File: config.mk
export PLATFORM = sky130hd
export DESIGN_NAME = cam_i2c_responder
export DESIGN_NICKNAME = d
export VERILOG_FILES = /design/src/rtl/cam_i2c_pkg.sv /design/src/rtl/i2c_line_filter.sv /design/src/rtl/cam_i2c_responder.sv
export SDC_FILE = /design/constraint.sdc
export NUM_CORES = 1
export LEC_CHECK = 0
export CORE_MARGIN = 2
export CORE_UTILIZATION = 30
export CTS_CLUSTER_SIZE = 28
export DETAILED_ROUTE_END_ITERATION = 8
export GPL_ROUTABILITY_DRIVEN = 0
export GPL_TIMING_DRIVEN = 0
export SYNTH_ARGS = -nofsm -noshare
export SYNTH_HDL_FRONTEND = slang
export SYNTH_SLANG_ARGS = --single-unit
File: constraint.sdc
create_clock -name clk -period 2.3 [get_ports clk]
set_input_delay 0.23 -clock clk [delete_from_list [all_inputs] [get_ports clk]]
set_output_delay 0.23 -clock clk [all_outputs]
set_load 0.005 [all_outputs]
File: src/rtl/cam_i2c_pkg.sv
// Shared definitions for the MT9V034-style two-wire register responder.
package cam_i2c_pkg;

   localparam logic [6:0]  MT9V034_ADDR     = 7'h5C;
   localparam logic [15:0] MT9V034_CHIP_VER = 16'h1324;

   typedef enum logic [3:0] {
      ST_IDLE,
      ST_DEVADDR,
      ST_DEV_ACK,
      ST_REGADDR,
      ST_WR_HI,
      ST_WR_LO,
      ST_RD_HI,
      ST_RD_LO,
      ST_IGNORE
   } state_t;

   // States in which the initiator is shifting a byte into us.
   function automatic logic is_rx(input state_t s);
      return (s == ST_DEVADDR) || (s == ST_REGADDR) || (s == ST_WR_HI) || (s == ST_WR_LO);
   endfunction

   // States in which we are shifting a data byte out on SDA.
   function automatic logic is_tx(input state_t s);
      return (s == ST_RD_HI) || (s == ST_RD_LO);
   endfunction

endpackage

File: src/rtl/i2c_line_filter.sv
// One bus line: 2-FF synchronizer, FILT_CYC-sample stability filter and
// single-clk rise/fall pulses on the filtered level.
module i2c_line_filter #(
   parameter int FILT_CYC = 3
) (
   input  logic clk,
   input  logic reset,
   input  logic raw,
   output logic lvl,
   output logic rise,
   output logic fall
);

   logic [1:0] sync;
   logic [3:0] cnt;
   logic       lvl_d;

   // Synchronize, then accept a new level only after FILT_CYC equal samples.
   always_ff @(posedge clk or posedge reset) begin
      if (reset) begin
         sync  <= 2'b11;
         cnt   <= 4'd0;
         lvl   <= 1'b1;
         lvl_d <= 1'b1;
      end else begin
         sync  <= {sync[0], raw};
         lvl_d <= lvl;
         if (sync[1] == lvl) begin
            cnt <= 4'd0;
         end else if (cnt == 4'(FILT_CYC - 1)) begin
            lvl <= sync[1];
            cnt <= 4'd0;
         end else begin
            cnt <= cnt + 4'd1;
         end
      end
   end

   assign rise = lvl & ~lvl_d;
   assign fall = ~lvl & lvl_d;

endmodule

File: src/rtl/cam_i2c_responder.sv
// Two-wire register target: 7-bit device address, 8-bit register pointer,
// 16-bit data MSB byte first. SDA is driven open-drain through sda_oe only.
module cam_i2c_responder
   import cam_i2c_pkg::*;
#(
   parameter logic [6:0] DEV_ADDR = MT9V034_ADDR,
   parameter int         FILT_CYC = 3
) (
   input  logic        clk,
   input  logic        reset,
   input  logic        scl_in,
   input  logic        sda_in,
   output logic        sda_oe,
   output logic [7:0]  reg_addr,
   output logic [15:0] reg_wdata,
   output logic        reg_wr,
   output logic        reg_rd,
   input  logic [15:0] reg_rdata,
   output logic        busy
);

   logic scl_lvl, scl_rise, scl_fall;
   logic sda_lvl, sda_rise, sda_fall;

   i2c_line_filter #(.FILT_CYC(FILT_CYC)) u_scl_filt (
      .clk(clk), .reset(reset), .raw(scl_in),
      .lvl(scl_lvl), .rise(scl_rise), .fall(scl_fall)
   );

   i2c_line_filter #(.FILT_CYC(FILT_CYC)) u_sda_filt (
      .clk(clk), .reset(reset), .raw(sda_in),
      .lvl(sda_lvl), .rise(sda_rise), .fall(sda_fall)
   );

   state_t      state, state_nxt;
   logic [3:0]  bit_cnt;     // 0..7 data bits, 8 = byte taken, 9 = ack bit sampled
   logic [7:0]  rx_sh;
   logic [7:0]  hi_byte;
   logic        rw;
   logic [15:0] tx_sh;
   logic        rd_d;        // reg_rdata is valid this clk
   logic        rd_pend;     // burst-read prefetch: reg_rd after the pointer bump

   logic       start_ev, stop_ev, bus_ev;
   logic [7:0] rx_byte;
   logic       active, take_bit, byte_in, dev_hit, rd_req;
   logic       ack_on, slot_rise, host_ack, slot_end, tx_shift, tx_release, cnt_inc;

   assign start_ev = sda_fall & scl_lvl;
   assign stop_ev  = sda_rise & scl_lvl;
   assign bus_ev   = start_ev | stop_ev;
   assign rx_byte  = {rx_sh[6:0], sda_lvl};

   // Decode bit-level events for the current state; bus conditions mask SCL edges.
   always_comb begin
      active     = (state != ST_IDLE) && (state != ST_IGNORE);
      cnt_inc    = scl_rise & ~bus_ev & active & (bit_cnt < 4'd9);
      take_bit   = scl_rise & ~bus_ev & is_rx(state) & (bit_cnt < 4'd8);
      byte_in    = take_bit & (bit_cnt == 4'd7);
      dev_hit    = byte_in & (state == ST_DEVADDR) & (rx_byte[7:1] == DEV_ADDR);
      rd_req     = dev_hit & rx_byte[0];
      ack_on     = scl_fall & ~bus_ev & (bit_cnt == 4'd8) &
                   ((state == ST_DEV_ACK) || (state == ST_REGADDR) ||
                    (state == ST_WR_HI)   || (state == ST_WR_LO));
      slot_rise  = scl_rise & ~bus_ev & active & (bit_cnt == 4'd8);
      host_ack   = slot_rise & is_tx(state) & ~sda_lvl;
      slot_end   = scl_fall & ~bus_ev & active & (bit_cnt == 4'd9);
      tx_shift   = scl_fall & ~bus_ev & is_tx(state) & (bit_cnt >= 4'd1) & (bit_cnt <= 4'd7);
      tx_release = scl_fall & ~bus_ev & is_tx(state) & (bit_cnt == 4'd8);
   end

   // Next state: stop and start override everything, else advance per byte slot.
   always_comb begin
      state_nxt = state;
      if (stop_ev) begin
         state_nxt = ST_IDLE;
      end else if (start_ev) begin
         state_nxt = ST_DEVADDR;
      end else begin
         case (state)
            ST_DEVADDR: if (byte_in)  state_nxt = dev_hit ? ST_DEV_ACK : ST_IGNORE;
            ST_DEV_ACK: if (slot_end) state_nxt = rw ? ST_RD_HI : ST_REGADDR;
            ST_REGADDR: if (slot_end) state_nxt = ST_WR_HI;
            ST_WR_HI:   if (slot_end) state_nxt = ST_WR_LO;
            ST_WR_LO:   if (slot_end) state_nxt = ST_WR_HI;
            ST_RD_HI: begin
               if (slot_rise && sda_lvl) state_nxt = ST_IGNORE;
               else if (slot_end)        state_nxt = ST_RD_LO;
            end
            ST_RD_LO: begin
               if (slot_rise && sda_lvl) state_nxt = ST_IGNORE;
               else if (slot_end)        state_nxt = ST_RD_HI;
            end
            default: state_nxt = state;
         endcase
      end
   end

   // State register.
   always_ff @(posedge clk or posedge reset) begin
      if (reset) state <= ST_IDLE;
      else       state <= state_nxt;
   end

   // Datapath: shifters, register-file strobes, pointer and the SDA pull-down.
   always_ff @(posedge clk or posedge reset) begin
      if (reset) begin
         bit_cnt   <= 4'd0;
         rx_sh     <= 8'd0;
         hi_byte   <= 8'd0;
         rw        <= 1'b0;
         tx_sh     <= 16'd0;
         rd_d      <= 1'b0;
         rd_pend   <= 1'b0;
         sda_oe    <= 1'b0;
         reg_addr  <= 8'd0;
         reg_wdata <= 16'd0;
         reg_wr    <= 1'b0;
         reg_rd    <= 1'b0;
         busy      <= 1'b0;
      end else begin
         reg_wr  <= 1'b0;
         reg_rd  <= rd_req | rd_pend;
         rd_pend <= host_ack & (state == ST_RD_LO);
         rd_d    <= reg_rd;

         if (bus_ev)        bit_cnt <= 4'd0;
         else if (slot_end) bit_cnt <= 4'd0;
         else if (cnt_inc)  bit_cnt <= bit_cnt + 4'd1;

         if (take_bit) rx_sh <= rx_byte;
         if (dev_hit)  rw    <= rx_byte[0];
         if (byte_in && state == ST_WR_HI) hi_byte <= rx_byte;
         if (byte_in && state == ST_WR_LO) begin
            reg_wdata <= {hi_byte, rx_byte};
            reg_wr    <= 1'b1;
         end

         // Pointer bumps after a completed write and ahead of each burst-read prefetch.
         if (byte_in && state == ST_REGADDR)
            reg_addr <= rx_byte;
         else if (reg_wr || (host_ack && state == ST_RD_LO))
            reg_addr <= reg_addr + 8'd1;

         if (rd_d)
            tx_sh <= reg_rdata;
         else if (tx_shift || (slot_end && state == ST_RD_HI))
            tx_sh <= {tx_sh[14:0], 1'b0};

         // SDA only moves on the clk after a filtered SCL fall, or on a bus condition.
         if (bus_ev)
            sda_oe <= 1'b0;
         else if (ack_on)
            sda_oe <= 1'b1;
         else if (tx_shift)
            sda_oe <= ~tx_sh[14];
         else if (tx_release)
            sda_oe <= 1'b0;
         else if (slot_end) begin
            if (state == ST_RD_HI)         sda_oe <= ~tx_sh[14];
            else if (state_nxt == ST_RD_HI) sda_oe <= ~tx_sh[15];
            else                            sda_oe <= 1'b0;
         end

         if (start_ev)     busy <= 1'b1;
         else if (stop_ev) busy <= 1'b0;
      end
   end

endmodule

==> impl_metrics.csv <==
group,metric,value,unit
placement,post_dp_cell_area,4810,um^2
global_route,antenna_found_initial,0,
clock_tree,cts_buffers,9,
floorplanning,io_pins,48,
worst_hold_path,hp-class,"primary input to asynchronous set/reset pin",
layout,design_area,5290,um^2
clock_tree,cts_root_buf,"clkbuf_16",
yosys,synth_area_per_cell,11.1,um^2
placement,dp.cells,590,
power_and_ir_drop,power_density,889,nW/um^2
critical_path,r2r-start,"state[2]",
global_route,grt_overflow,0,
placement,io_buffers,47,
clock_tree,clockBufferDepth,2,
global_route,grt_max_degree,42,
critical_path,r2r_slack,0.05,ns
critical_path,reg2reg_depth,6,
yosys,synth-edff-count,0,
timing,setup_viol,0,
critical_path,cp.arrival,2.53,ns
yosys,synthFlopType,"dfrtp_1",
critical_path,path_max_fanout,5,
critical_path,critical_path.cell_chain,"a211o_1, or4_4, nor3_4, or3b_4, a31oi_4, a21o_1",
critical_path,cpPeakStageDelay,0.55,ns
critical_path,slowest_stage,"or4_4",
routing,wire_per_inst,14.0,um
critical_path,path_class,"register to register",
critical_path,endpoint_kind,"register",
yosys,synth_top_area_cell,"dfrtp_1",
yosys,synth_cells,365,
yosys,synthesis.area,4060,um^2
timing,rsz0062_at_grt,"yes",
routing,routed_wl,8590,um
clock_tree,clk_pin_slew,0.06,ns
routing,route.detailed.drc,0,
power_and_ir_drop,vdd_drop_max,0.475,mV
routing,viasPerCell,4.70,
global_route,grtUsageMet2,19.5,%
floorplanning,start_util,30.7,%
power_and_ir_drop,p_leak,2.31,nW
routing,postRouteAntennaNets,0,
clock_tree,cts.sinks,86,
global_route,grt_pass1_vias,2885,
yosys,synth-seq-area-share,53.2,%
clock_tree,cts_tree,"done",
timing,skew,0.00384,ns
floorplanning,core-area,13200,um^2
clock_tree,cts_max_level,3,
floorplanning,die-area,14500,um^2
timing,finalCriticalPeriod,2.25,ns
yosys,ys_ff_latch,86,
global_route,grt_first_pass_wirelength,14300,um
layout,diodes,0,
placement,hpwlAfterDp,6040,um
timing,hold_viol_final,0,
critical_path,required,2.58,ns
layout,fin_util,39.9,%
timing,min_period_over_period,98.0,%
yosys,synth_cell_types,50,
yosys,syn-num-nets,391,
global_route,use_met3,2.08,%
job,maxCapViolCount,0,
outcome,outcome,"completed",
global_route,grt_usage,12.4,%
timing,slew_headroom,56.5,%
global_route,top_usage_layer,"met2",
layout,area_growth_syn_to_layout,30.2,%
yosys,synth_warnings,0,
critical_path,r2r_end,"sda_oe",
layout,fin_cells,615,
routing,drt_iter0_drc,123,
routing,vias,2892,
yosys,synth_area_leaders,"dfrtp_1 (48%), mux2_2 (10%), dfstp_2 (5.2%)",
global_route,met1_usage,16.9,%
floorplanning,rows,42,
timing,worstMarginPinSlew,0.647,ns
timing,slew_viol_final,0,
routing,drt-pass1-iter-count,4,
floorplanning,die_h,120,um
yosys,netlist.area_leader.share,48.0,%
layout,nets,460,
timing,timing.fmax,444,MHz
clock_tree,clkLatencyLatePin,0.34,ns
layout,layout-drive-gt1-share,23.5,%
critical_path,cp_top_family,"simple AND/OR/NAND/NOR gates",
critical_path,worst_setup_path_start_kind,"register",
floorplanning,die_w,120,um
critical_path,cp_num_buf_inv,0,
yosys,async_reset_ff_share,100,%
[layout by cell type (no fill, tap or decap), drive strengths merged, types with 2 or more instances in the layout]
cell,instances
or4,3
and3,2
xor2,7
nand3,6
nor4,3
clkbuf,18
a211oi,2
nor2b,3
clkdlybuf4s50,47
nand4,2
xnor2,10
dfstp,8
nand2,39
or3,3
nor3,12
o21ai,28
nand3b,2
dfrtp,78
mux2,36
and2,2
mux2i,17
ha,6
a31oi,4
nand2b,7
clkinv,2
o41ai,2
a21o,2
o21bai,6
inv,8
buf,22
nor2,29
a21oi,9
[worst max path at each step]
stage	from	endpoint	depth (start not counted)
3_3_place_gp	u_scl_filt.lvl	hi_byte[3]	7
6_report	state[2]	sda_oe	6
4_1_cts	u_scl_filt.lvl	reg_addr[4]	7
2_1_floorplan	u_sda_filt.lvl	reg_wdata[0]	6
3_5_place_dp	u_scl_filt.lvl	hi_byte[5]	7
5_1_grt	u_scl_filt.lvl	reg_addr[6]	7
[cell usage after synthesis (all sizes together) (3+ instances only)]
library cell and number:
dfrtp 78, nand2 39, mux2 36, nor2 29
o21ai 28, mux2i 17, nor3 12, buf 10
xnor2 10, a21oi 9, inv 9, dfstp 8
nand2b 7, xor2 7, clkbuf 6, ha 6
nand3 6, o21bai 6, a31oi 4, nor2b 3
nor4 3, or3 3, or4 3
[flip-flops by register name, indices dropped and copies added, names as in the netlist, 2 cells and up]
| signal | count |
|---|---|
| u_scl_filt.sync | 2 |
| bit_cnt | 4 |
| reg_wdata | 16 |
| rx_sh | 7 |
| u_scl_filt.cnt | 4 |
| tx_sh | 16 |
| state | 4 |
| u_sda_filt.sync | 2 |
| reg_addr | 8 |
| hi_byte | 8 |
| u_sda_filt.cnt | 4 |
[per-layer routing]
metal / part of all wire, % / wire length, um / vias to the layer above
li1: - / - / 1419
met1: 49 / 4180 / 1411
met2: 46 / 3950 / 52
met3: 3.4 / 292 / 10
met4: 1.9 / 160 / 0
met5: 0 / 0 / -
[stage by stage]
| stage | TNS [ns] | setup slack [ns] | power, mW | hold slack [ns] |
|---|---|---|---|---|
| final | 0 | 0.0462 | 4.71 | 0.186 |
| after global routing | -0.162 | -0.0711 | 4.99 | 0.206 |
| after CTS | -0.200 | -0.108 | 4.64 | 0.187 |
| after detailed placement | -6.64 | -0.323 | 3.13 | 0.349 |
| after global placement | -6.62 | -0.339 | 3.10 | 0.347 |
| after floorplan | 0 | 0.00225 | 2.80 | 0.234 |
[cells by family after synthesis]
logic type	after synthesis	share of synthesized area [%]
compound gates	60	9.39
xor+xnor	17	3.66
fa+ha+maj	6	1.85
buf+inv	25	2.89
flops	86	53.2
mux	53	14.2
simple gates	118	14.8
[final cells by class]
class / count / area [um^2]
fillers: 1291 / 7950
flip-flops and latches: 86 / 2160
multi-input cells: 254 / 1890
repair buffers: 60 / 593
clock buffers: 13 / 250
well taps: 176 / 220
plain buffers: 14 / 88.8
clock inverters: 3 / 43.8
inverters: 9 / 37.5
[where the power goes]
group / internal (mW) / leakage [nW] / switching (mW)
combinational: 0.554 / 1.09 / 0.766
sequential: 1.72 / 1.07 / 0.231
clock: 0.872 / 0.144 / 0.558
total: 3.15 / 2.31 / 1.55
[worst reg2reg max path: stages (launching register included)]
cell,delay (ns)
dfrtp_1,0.42
a211o_1,0.37
or4_4,0.55
nor3_4,0.14
or3b_4,0.43
a31oi_4,0.16
a21o_1,0.12
[repair_timing]
action / CTS / global route
resized for setup: 10 / 13
setup buffers: 3 / 8
pin swaps: 3 / 6
hold buffers: 0 / 0
endpoints found under the setup margin: 37 / 31
Power figures use the tool's default switching activity.
